<file path="config.mk">
export PLATFORM = sky130hd
export DESIGN_NAME = rd_port_40x64b_1_to_8_arb
export DESIGN_NICKNAME = d
export VERILOG_FILES = /design/src/rtl/rd_port_40x64b_1_to_8_arb.sv
export SDC_FILE = /design/constraint.sdc
export NUM_CORES = 1
export LEC_CHECK = 0
export BUFFER_PORTS_ARGS = -buffer_cell sky130_fd_sc_hd__buf_2
export CORE_MARGIN = 4
export CORE_UTILIZATION = 45
export CTS_CLUSTER_SIZE = 16
export DETAILED_ROUTE_END_ITERATION = 12
export PLACE_DENSITY_LB_ADDON = 0.1
export SLEW_MARGIN = 20
export SYNTH_ARGS = -nofsm -noshare
export SYNTH_HDL_FRONTEND = slang
export SYNTH_SLANG_ARGS = --single-unit
</file>
<file path="constraint.sdc">
create_clock -name clk -period 9.25 [get_ports clk]
set_input_delay 1.85 -clock clk [delete_from_list [all_inputs] [get_ports clk]]
set_output_delay 1.85 -clock clk [all_outputs]
set_load 0.05 [all_outputs]
</file>
<file path="src/rtl/rd_port_40x64b_1_to_8_arb.sv">
// rd_port_40x64b_1_to_8_arb
//
// Round-robin read-port arbiter for the 40x64b register file. Eight requesters
// share the file's single read port. Each granted read is tracked through the
// array's one-cycle read latency, and its data is returned to the requester
// that issued it.
//
// Ports
//   clk                 clock, rising edge
//   rst                 asynchronous active-low reset
//   rd_req[7:0]         per-port request, held until that port's rd_ack
//   rd_addr[47:0]       per-port address, port i in [6i+5:6i]
//   rd_ack[7:0]         registered one-cycle grant pulse, at most one hot
//   rd_data_valid[7:0]  one-hot data-return pulse to the owning port
//   rd_err              returned read was out of range (addr >= DEPTH)
//   rd_data[63:0]       return data, zero unless a good read is returned
//   muxed_port_rd_en    registered read enable to the storage array
//   muxed_port_rd_addr  registered read address to the storage array
//   muxed_port_rd_data  storage data, valid the cycle after muxed_port_rd_en
module rd_port_40x64b_1_to_8_arb #(
  parameter int NUM_PORTS  = 8,
  parameter int ADDR_WIDTH = 6,
  parameter int DATA_WIDTH = 64,
  parameter int DEPTH      = 40
) (
  input  logic                            clk,
  input  logic                            rst,
  input  logic [NUM_PORTS-1:0]            rd_req,
  input  logic [NUM_PORTS*ADDR_WIDTH-1:0] rd_addr,
  output logic [NUM_PORTS-1:0]            rd_ack,
  output logic [NUM_PORTS-1:0]            rd_data_valid,
  output logic                            rd_err,
  output logic [DATA_WIDTH-1:0]           rd_data,
  output logic                            muxed_port_rd_en,
  output logic [ADDR_WIDTH-1:0]           muxed_port_rd_addr,
  input  logic [DATA_WIDTH-1:0]           muxed_port_rd_data
);

  // The pointer is exactly log2(NUM_PORTS) wide, so the round-robin
  // wrap mod 8 falls out of the natural overflow of the addition.
  localparam int PTR_W = $clog2(NUM_PORTS);

  logic [PTR_W-1:0]      ptr_q;
  logic [NUM_PORTS-1:0]  eligible_p0;
  logic                  vld_p0;
  logic [PTR_W-1:0]      gnt_idx_p0;
  logic [ADDR_WIDTH-1:0] gnt_addr_p0;
  logic                  oor_p0;

  logic [NUM_PORTS-1:0]  owner_p1;
  logic                  err_p1;
  logic [NUM_PORTS-1:0]  owner_p2;
  logic                  err_p2;

  function automatic logic [NUM_PORTS-1:0] onehot(input logic [PTR_W-1:0] idx);
    logic [NUM_PORTS-1:0] v;
    v      = '0;
    v[idx] = 1'b1;
    return v;
  endfunction

  // ---- stage 0: eligibility and round-robin pick ----
  // A port whose ack is visible this cycle is masked. This prevents a second
  // grant while the requester is still dropping its request.
  always_comb begin
    eligible_p0 = rd_req & ~rd_ack;
    vld_p0      = 1'b0;
    gnt_idx_p0  = ptr_q;
    for (int k = 0; k < NUM_PORTS; k++) begin
      if (!vld_p0 && eligible_p0[ptr_q + PTR_W'(k)]) begin
        vld_p0     = 1'b1;
        gnt_idx_p0 = ptr_q + PTR_W'(k);
      end
    end
  end

  assign gnt_addr_p0 = rd_addr[gnt_idx_p0*ADDR_WIDTH +: ADDR_WIDTH];
  assign oor_p0      = (gnt_addr_p0 >= ADDR_WIDTH'(DEPTH));

  // ---- stage 1: grant, array request, owner tracking ----
  // An out-of-range read is still acked and tracked, so the requester gets its
  // return pulse. The array itself is never enabled for that read.
  always_ff @(posedge clk or negedge rst) begin
    if (!rst) begin
      rd_ack             <= '0;
      ptr_q              <= '0;
      muxed_port_rd_en   <= 1'b0;
      muxed_port_rd_addr <= '0;
      owner_p1           <= '0;
      err_p1             <= 1'b0;
    end else if (vld_p0) begin
      rd_ack             <= onehot(gnt_idx_p0);
      ptr_q              <= gnt_idx_p0 + PTR_W'(1);
      muxed_port_rd_en   <= ~oor_p0;
      muxed_port_rd_addr <= gnt_addr_p0;
      owner_p1           <= onehot(gnt_idx_p0);
      err_p1             <= oor_p0;
    end else begin
      rd_ack             <= '0;
      muxed_port_rd_en   <= 1'b0;
      owner_p1           <= '0;
      err_p1             <= 1'b0;
    end
  end

  // ---- stage 2: aligned with array read data ----
  always_ff @(posedge clk or negedge rst) begin
    if (!rst) begin
      owner_p2 <= '0;
      err_p2   <= 1'b0;
    end else begin
      owner_p2 <= owner_p1;
      err_p2   <= err_p1;
    end
  end

  // Array data is forwarded only for a good read. Returns with no valid
  // read and out-of-range returns both drive zero, so a floating array
  // bus never reaches the clients.
  assign rd_data_valid = owner_p2;
  assign rd_err        = err_p2;
  assign rd_data       = ((|owner_p2) && !err_p2) ? muxed_port_rd_data : '0;

endmodule
</file>
; After elaboration in Yosys (flattened, before gate mapping)
; Cells that the tools add are included.
[totals]
wordCells = 86
ff_bits = 28
[classes]
order_cmp = 11
bitwise = 3
n_shift = 1
multipliers = 1
n_addsub = 8
mux = 37
n_reduce_logical = 18
[ops]
columns = cell, count
row1 = 64-bit 2-to-1 mux, 1
row2 = 48-bit by 7-bit indexed part select with 6-bit output, 1
row3 = "3-bit by 4-bit < comparator with 1-bit output, second input constant", 9
row4 = 1-bit binary-select mux with 3-bit select, 8
row5 = 3-bit 2-to-1 mux, 7
row6 = 1-bit 2-to-1 mux, 19
row7 = "3-bit adder, second input constant", 4
row8 = 1-bit logical AND, 9
row9 = 8-bit AND, 1
row10 = 1-bit logical NOT, 8
row11 = 8-bit 2-to-1 mux, 1
row12 = 8-bit inverter, 1
row13 = 8-bit OR reduction, 1
row14 = "3-bit by 1-bit adder with 3-bit output, second input constant", 2
row15 = "3-bit by 2-bit adder with 3-bit output, second input constant", 2
row16 = "6-bit >= comparator, second input constant", 1
row17 = "3-bit by 2-bit multiplier with 5-bit output, second input constant", 1
row18 = 1-bit demux with 3-bit select, 1
row19 = "3-bit by 1-bit >= comparator with 1-bit output, second input constant", 1
row20 = 1-bit inverter, 1

; Longest topological paths before layout
[depth]
ltp_word = 31
depth_mapped = 18
ltp_nobuf = 13

; Least setup slack after synthesis
; No wires, ideal clock.
[synth_path]
kind = input to register
startpoint = input rd_req[5]
endpoint = register err_p1
slack_ns = 4.423
path_stages = 12
t_arrival_ns = 4.708
path_cell_list = or2b_1 mux4_2 mux2_4 a211oi_2 nor2_1 o21ai_2 nand2_8 inv_6 mux4_2 mux2i_4 a21oi_2 and2_1
[synth_via]
elab_chain_cells = 29
elab_cells_between_ends = 50
cone_classes = mul: 1 / order compare: 1 / shift: 1 / mux: 32 / bitwise: 1 / reduce/logical: 14
[synth_rtl]
columns = item, line
row1 = "start, declared", 28  ; input logic [NUM_PORTS-1:0] rd_req,
row2 = 8-bit AND (*), 66  ; eligible_p0 = rd_req & ~rd_ack;
row3 = 1-bit binary-select mux with 3-bit select, 70  ; if (!vld_p0 && eligible_p0[ptr_q + PTR_W'(k)]) begin
row4 = 1-bit 2-to-1 mux (not written as such), 70
row5 = 1-bit 2-to-1 mux, 70
row6 = 1-bit logical NOT, 70
row7 = 1-bit logical AND, 70
row8 = 1-bit 2-to-1 mux, 70
row9 = 1-bit logical NOT, 70
row10 = [13 not listed], -
row11 = 1-bit 2-to-1 mux, 70
row12 = 1-bit logical NOT, 70
row13 = 1-bit logical AND, 70
row14 = 3-bit 2-to-1 mux, 70
row15 = 3-bit by 2-bit multiplier with 5-bit output, 77  ; assign gnt_addr_p0 = rd_addr[gnt_idx_p0*ADDR_WIDTH +: ADDR_WIDTH];
row16 = 48-bit by 7-bit indexed part select with 6-bit output, 77
row17 = 6-bit >= comparator, 78  ; assign oor_p0 = (gnt_addr_p0 >= ADDR_WIDTH'(DEPTH));
row18 = 1-bit 2-to-1 mux (*), 91  ; end else if (vld_p0) begin
row19 = "end signal, assigned", 97  ; err_p1 <= oor_p0;
row20 = "end, declared", 51  ; logic err_p1;
; Mark *: on every way between the ends. The rest lies on a longest branch, timed or not. The select of a mux whose other input is x is not followed.
; A chain may end at the register's enable or synchronous reset.

; Final worst setup path
[layout_path]
startpoint = input rd_req[2]
endpoint = register muxed_port_rd_addr[2]
[layout_via]
elab_chain_cells = 27
elab_cells_between_ends = 48
cone_classes = mul: 1 / shift: 1 / mux: 31 / bitwise: 1 / reduce/logical: 14
[layout_rtl]
columns = item, line
row1 = 8-bit AND (*), 66
row2 = 1-bit binary-select mux with 3-bit select, 70
row3 = 1-bit 2-to-1 mux (not written as such), 70
row4 = 1-bit 2-to-1 mux, 70
row5 = 1-bit logical NOT, 70
row6 = 1-bit logical AND, 70
row7 = 1-bit 2-to-1 mux, 70
row8 = 1-bit logical NOT, 70
row9 = [11 not listed], -
row10 = 1-bit logical NOT, 70
row11 = 1-bit logical AND, 70
row12 = 1-bit 2-to-1 mux, 70
row13 = 1-bit logical NOT, 70
row14 = 1-bit logical AND, 70
row15 = 3-bit 2-to-1 mux, 70
row16 = 3-bit by 2-bit multiplier with 5-bit output, 77
row17 = 48-bit by 7-bit indexed part select with 6-bit output, 77
row18 = "end signal, assigned", 95  ; muxed_port_rd_addr <= gnt_addr_p0;
row19 = "end, declared", 35  ; output logic [ADDR_WIDTH-1:0] muxed_port_rd_addr,
; Marks and branches as above.

==> results_dict.tcl <==
set metrics [dict create \
    grt_start_max_net_pins 65 \
    r2r-end "err_p1" \
    crit_type "in -> reg" \
    cap_violations 0 \
    r2r-start "ptr_q[0]" \
    slew_viol_final 0 \
    synth_area_leader_cell "dfrtp_1" \
    htree_levels 1 \
    track_usage_pct 25.7 \
    layout-drive-gt1-share_pct 48.2 \
    synthTopCellsByArea "dfrtp_1 (24%), and2_1 (14%), mux4_2 (13%)" \
    place_ws_ps 3930 \
    worst_setup_path_start_kind "input port" \
    cts_hold_buf 0 \
    post_drt_wl_per_cell_um 17.4 \
    netlist_instances 321 \
    hpwlAfterDp_um 8730 \
    die_h_um 88.5 \
    clkLatencyLatePin_ps 270 \
    period_share_pct 54.5 \
    synthToLayoutAreaGrowth_pct 38.4 \
    gp_congestion 0.983 \
    setup_ws_ps 4210 \
    fillCellCount 538 \
    nets 641 \
    hp-class "reg -> reg" \
    insertedDiodeCount 0 \
    synth-edff-count 0 \
    wl_um 10300 \
    numPortBuffers 209 \
    final_antenna_net_count 0 \
    route.vias.total 3278 \
    root_buffer "clkbuf_8" \
    yosysTopAreaCellShare_pct 24.1 \
    dr.pass1.iters 4 \
    die_area_um2 7820 \
    cp_max_fo 12 \
    grt_overflow_total 0 \
    core_um2 6310 \
    endpoint "muxed_port_rd_addr[2]" \
    ys_seq_area_share_pct 24.1 \
    io_pins 210 \
    rsz0062_at_grt "false" \
    drt-initial-drc-count 248 \
    r2r_setup_slack_ps 4320 \
    cp-startpoint "rd_req[2]" \
    place_inst 588 \
    grt_pass1_vias 3056 \
    instances_no_fill 592 \
    fmax_ghz 0.198 \
    viasPerCell 5.54 \
    yosys_warnings 0 \
    endpoint_kind "flip-flop" \
    synthArstFlopShare_pct 100 \
    synth_common_cells "and2_1 (66), dfrtp_1 (28), nor2_1 (20)" \
    cts_buffer_depth 2 \
    critPathRequiredTime_ps 9370 \
    holdWs_ps 421 \
    synth_most_common_cell "and2_1" \
    path_clk_slew_ps 100 \
    yosys_register_bits 28 \
    post-cts-setup-buffer-count 0 \
    status "completed" \
    clock-sinks 28 \
    antenna_found_initial 0 \
    row_count 29 \
    grt_first_pass_wirelength_um 15600 \
    cts_resized 0 \
    finalHoldViolCount 0 \
    syn_nets 446 \
    cts_buffers 3 \
    yosys.cell_types.count 57 \
    drcViolationCount 0 \
    dieWidth_um 88.5 \
    syn_area_um2 2910 \
    worstMarginPinSlew_ps 1000 \
    cp_data_arrival_time_ps 5160 \
    fin_skew_ps 5.48 \
    cts_tree "built" \
    fin_crit_ps 5040 \
    tns_ps 0 \
    synth_flop_cell "dfrtp_1" \
    worstRegToRegCells 12 \
    slew_headroom_pct 33.0 \
    syn_avg_cell_area_um2 9.07 \
    initial_core_util_pct 46.1 \
    finalSetupViolCount 0 \
]
[worst max-delay path: stages]
cell and delay [ps]:
buf_2 100, or2b_1 270, mux4_2 520, mux2i_2 360
nor3_2 130, and3_1 210, o311a_1 370, nor2_1 760
mux4_2 410, nand2_1 80, a31oi_1 100
[layout by cell type (no fill, tap or decap), types with 2 or more instances in the layout]
cell type and count:
nor2_1 20, o21ai_0 12, nand4_1 12, or2b_1 3
xnor2_1 3, nand2_1 19, ha_1 3, o22ai_1 2
a31oi_1 7, nand2b_1 6, nor4_1 3, and2_1 66
and3_1 3, buf_2 209, nand3_1 12, mux4_2 17
o211ai_1 4, o21a_1 2, mux2i_1 18, dfrtp_1 28
nor2b_1 8, or2_2 2, a21oi_2 2, clkbuf_8 3
mux4_1 3, a21oi_1 9, nor3_1 8, inv_1 2
o31ai_1 2
[cells by family (layout without fill, tap and decap cells)]
group	Yosys count	count (layout)	synth area share, %
and+or+nand+nor	169	169	33.2
AOI/OAI and AO/OA	50	50	11.3
muxes	42	42	24.2
DFF	28	28	24.1
buffers and inverters	25	219	4.55
xor gates and xnor gates	4	4	1.46
adders and majority gates	3	3	1.29
[sequential cells by signal, indices dropped and copies added (netlist names)]
name,cells
err_p1,1
muxed_port_rd_addr,6
muxed_port_rd_en,1
owner_p1,8
ptr_q,3
rd_data_valid,8
rd_err,1
[through the flow]
stage	utilization, %	cell area (µm²)
2_1_floorplan	-	2910
4_1_cts	63.9	4030
5_1_grt	63.9	4030
3_5_place_dp	62.7	3960
6_report	63.9	4030
3_3_place_gp	62.7	3960
[final cells by class]
class                   instances  area [µm²]  area share (%)
clock buffers                   3        41.3            1.02
clock inverters                 1        30.0           0.745
inverters                       5        26.3           0.652
multi-input cells             268        2080            51.7
flip-flops and latches         28         701            17.4
well taps                      77        96.3            2.39
repair buffers                210        1050            26.1
[layer usage]
metal / up-vias / global-route usage (%) / routed length, µm
met5: - / 0 / 0
met4: 0 / 5.63 / 165
met3: 14 / 3.72 / 1030
met2: 174 / 45.8 / 5070
met1: 1531 / 33.1 / 4020
li1: 1559 / - / -
[worst min path at each step]
stage                     endpoint  slack [ps]    from  depth (start not counted)
after detailed placement    rd_err         400  err_p1                          0
after floorplan             rd_err         330  err_p1                          0
final                       rd_err         420  err_p1                          0
after CTS                   rd_err         420  err_p1                          0
after global routing        rd_err         420  err_p1                          0
after global placement      rd_err         390  err_p1                          0
Power is left out: the tool's default activity adds up to more than one toggle a clock period on the data nets, which glitch-free logic cannot reach.
